==> config.mk <==
export PLATFORM = sky130hd
export DESIGN_NAME = scan_chain_reader_flat
export DESIGN_NICKNAME = d
export VERILOG_FILES = /design/src/rtl/scan_chain_reader_if.sv /design/src/rtl/scan_chain_reader.sv /design/src/flat_wrapper.sv
export SDC_FILE = /design/constraint.sdc
export NUM_CORES = 1
export LEC_CHECK = 0
export CORE_UTILIZATION = 45
export CTS_CLUSTER_DIAMETER = 40
export DETAILED_ROUTE_END_ITERATION = 10
export PLACE_DENSITY = 0.68
export RECOVER_POWER = 25
export SYNTH_ARGS = -nofsm -noshare
export SYNTH_HDL_FRONTEND = slang
export SYNTH_SLANG_ARGS = --single-unit
==> constraint.sdc <==
create_clock -name fw_pl_clk1 -period 2.89 [get_ports fw_pl_clk1]
set_input_delay 0.4335 -clock fw_pl_clk1 [delete_from_list [all_inputs] [get_ports fw_pl_clk1]]
set_output_delay 0.4335 -clock fw_pl_clk1 [all_outputs]
set_load 0.05 [all_outputs]
==> src/rtl/scan_chain_reader_if.sv <==
// Word handshake bundle between scan_chain_reader and its consumer.
// The producer holds word_data stable while word_valid is high and word_ready is low.
interface scan_chain_reader_if #(
    parameter int WORD_W = 32
);
    logic [WORD_W-1:0] word_data;
    logic              word_valid;
    logic              word_ready;

    modport master (
        output word_data,
        output word_valid,
        input  word_ready
    );

    modport slave (
        input  word_data,
        input  word_valid,
        output word_ready
    );
endinterface

==> src/rtl/scan_chain_reader.sv <==
// Scan-chain load/shift sequencer that packs serial chain data into words.
// Optional SCAN_CHAIN_READER_PARITY_EN appends an XOR word to every readout.
module scan_chain_reader #(
    parameter int SCAN_BITS  = 768,
    parameter int CHAIN_CNT  = 1,
    parameter int WORD_W     = 32,
    parameter int REPEAT_MAX = 4
) (
    input  logic                 fw_pl_clk1,
    input  logic                 fw_rst_n,
    input  logic                 start,
    input  logic [5:0]           cfg_shift_div,
    input  logic [5:0]           cfg_load_delay,
    input  logic [3:0]           cfg_repeat,
    output logic                 scan_load,
    output logic                 scan_clk,
    input  logic [CHAIN_CNT-1:0] scan_out,
    output logic                 busy,
    output logic                 done,
    scan_chain_reader_if.master  word
);
    localparam int SPW = WORD_W / CHAIN_CNT;
    localparam int PW  = (SPW > 1) ? $clog2(SPW) : 1;
    localparam int BW  = $clog2(SCAN_BITS + 1);
    localparam logic [3:0]    REP_CAP  = 4'(REPEAT_MAX);
    localparam logic [PW-1:0] POS_LAST = PW'(SPW - 1);
    localparam logic [BW-1:0] BIT_LAST = BW'(SCAN_BITS);

    typedef enum logic [2:0] {
        IDLE, LOAD, SHIFT_LO, SHIFT_HI, FLUSH, NEXT, DONE
    } state_t;

    state_t state, nxt;

    logic [5:0]        div_q, load_q, tmr;
    logic [3:0]        rep_q, rd_cnt, rep_eff;
    logic [BW-1:0]     bit_cnt;
    logic [PW-1:0]     pos;
    logic [WORD_W-1:0] acc, acc_nxt, data_q;
    logic              valid_q;
    logic              word_free, tmr_hit, sample, push_tail, word_full;
`ifdef SCAN_CHAIN_READER_PARITY_EN
    logic [WORD_W-1:0] par;
    logic              par_sent, push_par;
`endif

    assign word.word_data  = data_q;
    assign word.word_valid = valid_q;

    assign rep_eff = (cfg_repeat == 4'd0)    ? 4'd1 :
                     (cfg_repeat > REP_CAP)  ? REP_CAP :
                                               cfg_repeat;

    assign word_free = !valid_q || word.word_ready;
    assign tmr_hit   = (tmr == ((state == LOAD) ? load_q : div_q));
    assign word_full = (pos == POS_LAST);
    assign acc_nxt   = acc | (WORD_W'(scan_out) << (int'(pos) * CHAIN_CNT));

    always_ff @(posedge fw_pl_clk1 or negedge fw_rst_n) begin
        if (!fw_rst_n) begin
            state <= IDLE;
        end else begin
            state <= nxt;
        end
    end

    always_comb begin
        nxt       = state;
        scan_load = 1'b0;
        scan_clk  = 1'b0;
        busy      = 1'b1;
        done      = 1'b0;
        sample    = 1'b0;
        push_tail = 1'b0;
`ifdef SCAN_CHAIN_READER_PARITY_EN
        push_par  = 1'b0;
`endif
        unique case (state)
            IDLE: begin
                scan_load = 1'b1;
                busy      = 1'b0;
                if (start) nxt = LOAD;
            end
            LOAD: begin
                scan_load = 1'b1;
                if (tmr_hit) nxt = SHIFT_LO;
            end
            SHIFT_LO: begin
                // a completed word may not overwrite one still pending
                if (tmr_hit && (!word_full || word_free)) begin
                    sample = 1'b1;
                    nxt    = SHIFT_HI;
                end
            end
            SHIFT_HI: begin
                scan_clk = 1'b1;
                if (tmr_hit) nxt = (bit_cnt == BIT_LAST) ? FLUSH : SHIFT_LO;
            end
            FLUSH: begin
                if (pos != '0) begin
                    push_tail = word_free;
                end
`ifdef SCAN_CHAIN_READER_PARITY_EN
                else if (!par_sent) begin
                    push_par = word_free;
                end
`endif
                else begin
                    nxt = NEXT;
                end
            end
            NEXT: begin
                if (rd_cnt < rep_q) nxt = LOAD;
                else if (!valid_q) nxt = DONE;
            end
            DONE: begin
                done = 1'b1;
                nxt  = IDLE;
            end
            default: nxt = IDLE;
        endcase
    end

    always_ff @(posedge fw_pl_clk1 or negedge fw_rst_n) begin
        if (!fw_rst_n) begin
            div_q    <= '0;
            load_q   <= '0;
            rep_q    <= '0;
            tmr      <= '0;
            rd_cnt   <= '0;
            bit_cnt  <= '0;
            pos      <= '0;
            acc      <= '0;
            data_q   <= '0;
            valid_q  <= 1'b0;
`ifdef SCAN_CHAIN_READER_PARITY_EN
            par      <= '0;
            par_sent <= 1'b0;
`endif
        end else begin
            if (nxt != state) begin
                tmr <= '0;
            end else if (state == LOAD || state == SHIFT_HI ||
                         (state == SHIFT_LO && !tmr_hit)) begin
                tmr <= tmr + 6'd1;
            end

            if (state == IDLE && start) begin
                div_q  <= cfg_shift_div;
                load_q <= cfg_load_delay;
                rep_q  <= rep_eff;
                rd_cnt <= '0;
            end
            if (state == FLUSH && nxt == NEXT) rd_cnt <= rd_cnt + 4'd1;

            if (state != LOAD && nxt == LOAD) begin
                bit_cnt  <= '0;
                pos      <= '0;
                acc      <= '0;
`ifdef SCAN_CHAIN_READER_PARITY_EN
                par      <= '0;
                par_sent <= 1'b0;
`endif
            end

            if (sample) begin
                bit_cnt <= bit_cnt + BW'(1);
                if (word_full) begin
                    acc <= '0;
                    pos <= '0;
                end else begin
                    acc <= acc_nxt;
                    pos <= pos + PW'(1);
                end
            end
            if (push_tail) begin
                acc <= '0;
                pos <= '0;
            end

            if (sample && word_full) begin
                data_q  <= acc_nxt;
                valid_q <= 1'b1;
`ifdef SCAN_CHAIN_READER_PARITY_EN
                par     <= par ^ acc_nxt;
`endif
            end else if (push_tail) begin
                data_q  <= acc;
                valid_q <= 1'b1;
`ifdef SCAN_CHAIN_READER_PARITY_EN
                par     <= par ^ acc;
`endif
            end
`ifdef SCAN_CHAIN_READER_PARITY_EN
            else if (push_par) begin
                data_q   <= par;
                valid_q  <= 1'b1;
                par_sent <= 1'b1;
            end
`endif
            else if (word.word_ready) begin
                valid_q <= 1'b0;
            end
        end
    end
endmodule

==> src/flat_wrapper.sv <==
// flat-port wrapper written by rule: the top's interface ports become plain ports
module scan_chain_reader_flat 
#(
    parameter int SCAN_BITS  = 768,
    parameter int CHAIN_CNT  = 1,
    parameter int WORD_W     = 32,
    parameter int REPEAT_MAX = 4
)
  (fw_pl_clk1, fw_rst_n, start, cfg_shift_div, cfg_load_delay, cfg_repeat, scan_load, scan_clk, scan_out, busy, done, word_word_data, word_word_valid, word_word_ready);
  scan_chain_reader_if #(.WORD_W(WORD_W)) word_i ();
  input  logic fw_pl_clk1;
  input  logic fw_rst_n;
  input  logic start;
  input  logic [5:0] cfg_shift_div;
  input  logic [5:0] cfg_load_delay;
  input  logic [3:0] cfg_repeat;
  output logic scan_load;
  output logic scan_clk;
  input  logic [CHAIN_CNT-1:0] scan_out;
  output logic busy;
  output logic done;
  output wire logic [$bits(word_i.word_data)-1:0] word_word_data;
  output wire logic [$bits(word_i.word_valid)-1:0] word_word_valid;
  input wire logic [$bits(word_i.word_ready)-1:0] word_word_ready;
  assign word_word_data = word_i.word_data;
  assign word_word_valid = word_i.word_valid;
  assign word_i.word_ready = word_word_ready;
  scan_chain_reader #(.SCAN_BITS(SCAN_BITS), .CHAIN_CNT(CHAIN_CNT), .WORD_W(WORD_W), .REPEAT_MAX(REPEAT_MAX)) u_core (.fw_pl_clk1(fw_pl_clk1), .fw_rst_n(fw_rst_n), .start(start), .cfg_shift_div(cfg_shift_div), .cfg_load_delay(cfg_load_delay), .cfg_repeat(cfg_repeat), .scan_load(scan_load), .scan_clk(scan_clk), .scan_out(scan_out), .busy(busy), .done(done), .word(word_i));
endmodule
Yosys cells after proc, flatten, opt, wreduce, memory -nomap -nowiden --
Index checks and enable logic that the tools add are counted.
Storage, ports and cells: flip-flop bits (word level) 109, output and inout port bits 37, word-level logic and storage cells 94
Operators by class: add/subtract/negate cells 4, magnitude comparators 2, equal/unequal tests 13, shift operators 1, mux-type cells 39, bitwise operators 1, reduce and logical (&&, ||, !) cells 23
Operators by type and width (number):
- 32-bit 2-to-1 mux | 6
- 32-bit bitwise OR | 1
- 1-bit by 5-bit left shift with 32-bit output | 1
- 3-bit 2-to-1 mux | 8
- 10-bit 2-to-1 mux | 2
- 5-bit 2-to-1 mux | 4
- 6-bit 2-to-1 mux | 3
- 3-bit case mux with 6 select lines | 1
- 4-bit 2-to-1 mux | 4
- 3-bit == test (second input constant) | 4
- 1-bit 2-to-1 mux | 11
- 10-bit by 1-bit adder with 10-bit output (second input constant) | 1
- 10-bit == test (second input constant) | 1
- 2-bit nonzero test | 4
- 6-bit by 1-bit adder with 6-bit output (second input constant) | 1
- 3-bit by 1-bit == test with 1-bit output (second input constant) | 2
- 3-bit by 2-bit == test with 1-bit output (second input constant) | 2
- 6-bit == test | 1
- 1-bit logical AND | 6
- 3-bit nonzero test | 2
- 5-bit by 1-bit adder with 5-bit output (second input constant) | 1
- 5-bit == test (second input constant) | 1
- 5-bit nonzero test | 1
- 4-bit by 1-bit adder with 4-bit output (second input constant) | 1
- other kinds (9) | 14

Longest topological paths before layout --
Gate-level depths: netlist of run 1.
depth after elaboration 11, depth in mapped cells 12, gate-level depth less buffers 9

Worst setup path before layout of run 1 --
Ideal clock, no wire load.
kind flip-flop to flip-flop, start reg u_core.state[0], end reg u_core.div_q[5], setup time 0.125 ns, arrival time 2.443 ns, setup slack 0.323 ns, cell stages (with the launch flop) 6, path buffers 2, clock period less this slack 2.567 ns, path through dfrtp_1 clkbuf_1 or3_1 nor2_1 clkbuf_1 mux2_2
Between the ends: longest elaborated chain between the ends 2
Ends and longest elaborated chain:
- from (decl) | RTL line scan_chain_reader.sv:33 | state_t state, nxt;
- from (signal assigned) | RTL line scan_chain_reader.sv:63 | state <= nxt;
- 3-bit zero test | RTL line scan_chain_reader.sv:148 | if (state == IDLE && start) begin
- 1-bit logical AND | RTL line scan_chain_reader.sv:148
- to (signal assigned) | RTL line scan_chain_reader.sv:149 | div_q <= cfg_shift_div;
- to (decl) | RTL line scan_chain_reader.sv:35 | logic [5:0] div_q, load_q, tmr;
No other way between the ends. A chain may end at the register's enable or synchronous reset.

Worst setup path after layout of run 1 --
start reg u_core.pos[0], end reg u_core.data_q[6], in the netlist u_core.word.word_data[6]
Between the ends: longest elaborated chain between the ends 8, elaborated cells between the ends (all ways) 14, classes of those cells eq/ne: 1; shift: 1; mux: 5; bitwise: 1; reduce/logical: 6
Ends and longest elaborated chain:
- from (decl) | RTL line scan_chain_reader.sv:38 | logic [PW-1:0] pos;
- from (signal assigned) | RTL line scan_chain_reader.sv:173 | pos <= pos + PW'(1);
- 5-bit == test | RTL line scan_chain_reader.sv:56 | assign word_full = (pos == POS_LAST);
- 1-bit zero test | RTL line scan_chain_reader.sv:90 | if (tmr_hit && (!word_full || word_free)) begin
- 1-bit logical OR | RTL line scan_chain_reader.sv:90
- 1-bit logical AND | RTL line scan_chain_reader.sv:90
- 1-bit 2-to-1 mux | RTL line scan_chain_reader.sv:90
- 1-bit 2-to-1 mux | RTL line scan_chain_reader.sv:78 | unique case (state)
- 1-bit logical AND | RTL line scan_chain_reader.sv:181 | if (sample && word_full) begin
- 32-bit 2-to-1 mux / 2-bit nonzero test (equally long branches)
- to (signal assigned) | RTL line scan_chain_reader.sv:182 | data_q <= acc_nxt;
- to (decl) | RTL line scan_chain_reader.sv:39 | logic [WORD_W-1:0] acc, acc_nxt, data_q;
Several ways; a longest one is shown, not always the timed one.

==> reports/summary.md, run 1 <==
By area the synthesized netlist is led by dfrtp_1 (48%), o31ai_1 (4.9%), o21ai_0 (4.0%), nand2_1 (3.6%), nor3_1 (3.5%). Type of destination of the critical path: a register. Summing every instance area after synthesis gives 0.00570 mm².

The floorplan has 40 rows. Total clock buffers created by CTS: 9. Summing all non-filler instances in the final layout gives an area of 0.00682 mm². Net switching is 33.3% of the power. Entering global routing, the biggest net connects 51 pins. Cell chosen for the clock root: clkbuf_16.

The run gives 2 as the number of buffers between clock root and the deepest sink. The pre-antenna-repair detailed-routing pass consisted of 5 iterations. In the final layout, the share of cells above drive strength 1 is 8.72%.

The initial antenna violation count is 0. The part of the cycle the worst path needs was 93.2%. By count the netlist is led by dfrtp_1 (109), nand2_1 (54), inv_1 (52). The timing-limited maximum frequency was 371 MHz.

The flop and latch count out of synthesis came out at 109. The final reports fail on capacitance limit, slew limit. Relative to the synthesized area, the layout overhead comes to 19.7%. The average vias per placed instance came out at 5.69. In this run the worst hold path is classified as reg2reg. The net switching power figure is 1.40 mW, and the maximum level of the CTS H-tree is 3. In this run the tool buffered the top-level ports with 57 buffer cells.

The cell taking the most area after synthesis is dfrtp_1. For the detailed-route via count, the log shows 4738. The worst pin sits at a relative slew slack of -42.9%. The peak ir drop on the vdd network was 431 µV; the number of buffers inserted to repair setup after CTS was 0. Synthesis handed over a netlist of 615 instances.

For the effective utilization at floorplan, the log shows 46.9%. The repair_antennas step left the layout with diodes totalling 0. Number of distinct library cells after synthesis: 56. The number of flops mapped to enable cells by yosys was 0; the number of hold violations in the final report was 0. The logs give 38 for the count of final max-slew check failures and 2.80 nW for the leakage dissipation. The clock sink total is 109.

The number of nets handed over by synthesis was 646. Per report_power, the combinational group accounts for 28.2% of the total. At the end of the flow the core is filled with cells to 56.1%. The number of warnings reported in the yosys synthesis log is 0, and the ratio of total power to cell area is 619 mW/mm².

The first global-routing pass estimated 23000 µm of wire. The overall track demand over capacity in global routing came out at 22.5%. The run finished, with violations left. The number of hold buffers added after cts is 0. Setup violations remaining at the end of the flow were counted as 0.

The shortest period the worst path allows works out to 2.69 ns. The routed length per instance is 16.3 µm. The wire-length estimate of the detail-placed layout is 9350 µm.

The design internal power was 2.82 mW. Number of global-route vias before repair: 4693. The detailed-route wire length is 13600 µm, and the register area is 0.00273 mm². The tools report the smallest hold slack as 0.492 ns.

The critical path is of the reg2reg type. The floorplan step set the die width to 115 µm. The die covers 0.0131 mm². Setup slack closes at 0.197 ns.

The aggregate global routing overflow is 0, and the share of flip-flops with an asynchronous set or reset after synthesis is 100%. In this run, flip-flops and latches consume 42.3% of the power. For the worst setup path, the data arrival time is 2.93 ns.

The worst-case setup slack after placement is 0.0803 ns. Number of nets in the layout: 691. For this run, the register share of the synthesized area comes to 47.8%. In this run the worst path has a maximum fanout of 50.

The area occupied by multi-input gates was 0.00261 mm²; the maximum clock skew at final layout was 0.00807 ns. Slew at the pin closest to its max-slew limit: 2.14 ns. The detail route stage leaves a number of antenna-violating nets equal to 0. TritonCTS built the clock tree. The logs give 0.0122 mm² for the placeable core region and 1 for the number of violations of the max-capacitance limit.

The filler cells instantiated in the layout total 1078. The tools report the critical path startpoint category as a register. Setup repair after global routing left no endpoint under its margin. The dominant synthesized flop cell was dfrtp_1. For the worst setup path, the data required time is 3.12 ns.

The final-layout setup total negative slack was 0 ns. At the end of routability-driven placement, the weighted congestion stood at 0.843. In this run the cell area measured after placement is 0.00651 mm².

The cell with the most instances after synthesis was dfrtp_1. The clock slew seen by the registers of the worst setup and hold paths is 0.08 ns. The average instance in the mapped netlist occupies 9.27 µm².

Violation count after the first detailed-route iteration: 336. Summed over its instances, the top area cell type makes up 47.8% of the synthesized netlist area. In this run the vertical extent of the chip is 115 µm.

The logs give 0 for the residual DRC count and 0.35 ns for the latest clock arrival within the worst-skew pair. The number of top-level pins was 58; the share of total power in the clock network was 29.5%.
critical path: stages (launching register included):
cell and delay (ns):
dfrtp_1 0.48, inv_1 0.16, ha_1 0.22, nor4b_2 0.19, or4b_2 0.73, a21boi_4 0.19
buf_12 0.18, a221o_1 0.38
through the flow:
| step | total power, mW | instances |
|---|---|---|
| floorplan | 2.69 | 615 |
| global placement | 2.98 | 817 |
| detailed placement | 3.00 | 817 |
| CTS | 4.26 | 833 |
| global route | 4.44 | 833 |
| finish | 4.22 | 833 |
logic make-up after synthesis:
| group | after synthesis | synth area share [%] |
|---|---|---|
| AND/OR/NAND/NOR | 219 | 18.8 |
| AO/OA/AOI/OAI | 154 | 19.0 |
| flip-flops | 109 | 47.8 |
| buffers and inverters | 94 | 7.02 |
| multiplexers | 17 | 3.25 |
| XOR/XNOR | 12 | 1.84 |
| adder cells (fa/ha/maj) | 10 | 2.19 |
flip-flops by register name (all words and copies together) (netlist names), 3 cells and up:
signal                 flops
u_core.acc                32
u_core.word.word_data     32
u_core.bit_cnt            10
u_core.div_q               6
u_core.load_q              6
u_core.tmr                 6
u_core.pos                 5
u_core.rd_cnt              4
u_core.rep_q               4
u_core.state               3
layer usage:
| layer | global-route usage, % | wire (µm) | share of wire (%) |
|---|---|---|---|
| met5 | 0 | 0 | 0 |
| met4 | 7.97 | 273 | 2.0 |
| met3 | 5.29 | 725 | 5.3 |
| met2 | 37.6 | 6770 | 50 |
| met1 | 28.5 | 5830 | 43 |
power groups by stage:
stage | Sequential (mW) | Clock (mW) | Combinational [mW]
after detailed placement | 1.82 | 0 | 1.18
after global placement | 1.81 | 0 | 1.17
after CTS | 1.79 | 1.28 | 1.19
after floorplan | 1.78 | 0 | 0.914
final | 1.78 | 1.25 | 1.19
after global routing | 1.80 | 1.33 | 1.31
final timing paths:
kind,startpoint,endpoint,slack (ns),cells after the start
hold reg to reg,u_core.word.word_data[26],u_core.word.word_data[26],0.49,2
min in group asynchronous,fw_rst_n,u_core.rep_q[3],0.70,1
setup reg to reg,u_core.pos[0],u_core.word.word_data[6],0.20,7
max in group asynchronous,fw_rst_n,u_core.word.word_data[2],0.91,2
hold / removal,u_core.word.word_data[26],u_core.word.word_data[26],0.49,2
setup / recovery,u_core.pos[0],u_core.word.word_data[6],0.20,7
repair_timing:
action,CTS,global route
resized for setup,0,2
endpoints found under the setup margin,0,69
hold endpoints to repair,0,0
cell type report:
type	count	area share, %
clock inverters	7	1.12
clock buffers	9	3.30
multi-input cells	412	38.2
inverters	52	2.86
repair buffers	76	11.5
flip-flops and latches	109	40.0
well taps	168	3.08
cell usage in the layout (no fill, tap or decap), types with 2 or more instances in the layout:
| cell | Yosys | layout |
|---|---|---|
| clkinv_4 | 0 | 3 |
| nor3_1 | 40 | 40 |
| nor2_1 | 49 | 49 |
| a221o_1 | 17 | 17 |
| nor2b_1 | 5 | 5 |
| a21oi_1 | 3 | 3 |
| or4_1 | 2 | 2 |
| mux2i_1 | 5 | 5 |
| o2bb2ai_1 | 2 | 2 |
| o31ai_1 | 37 | 37 |
| and3_1 | 9 | 9 |
| clkinvlp_4 | 0 | 2 |
| o21a_1 | 2 | 2 |
| ha_1 | 10 | 10 |
| nand3_1 | 28 | 28 |
| and2_1 | 6 | 6 |
| dfrtp_1 | 109 | 109 |
| mux2_2 | 12 | 12 |
| and3b_1 | 2 | 2 |
| buf_12 | 0 | 6 |
| or3_1 | 5 | 5 |
| inv_1 | 52 | 52 |
| o21ai_1 | 7 | 7 |
| xor2_1 | 4 | 4 |
| clkbuf_16 | 0 | 9 |
| o21ai_0 | 46 | 46 |
| or2_2 | 2 | 2 |
| o221ai_1 | 16 | 16 |
| clkdlybuf4s50_1 | 0 | 56 |
| o211ai_1 | 4 | 4 |
| a21o_1 | 2 | 2 |
| nor4_1 | 2 | 2 |
| buf_4 | 4 | 13 |
| a31oi_1 | 2 | 2 |
| nand2b_1 | 6 | 6 |
| o22ai_1 | 6 | 6 |
| nand2_1 | 54 | 54 |
| xnor2_1 | 8 | 8 |
(Power assumes the default switching activity.)
==> inputs of run 2 (changes only) <==
--- a/config.mk
+++ b/config.mk
@@ -10,6 +10,7 @@
 export DETAILED_ROUTE_END_ITERATION = 10
 export PLACE_DENSITY = 0.68
 export RECOVER_POWER = 25
+export SKIP_LAST_GASP = 1
 export SYNTH_ARGS = -nofsm -noshare
 export SYNTH_HDL_FRONTEND = slang
 export SYNTH_SLANG_ARGS = --single-unit
==> results of run 2 <==
Final layout, timing and power as in run 1 (identical DEF).
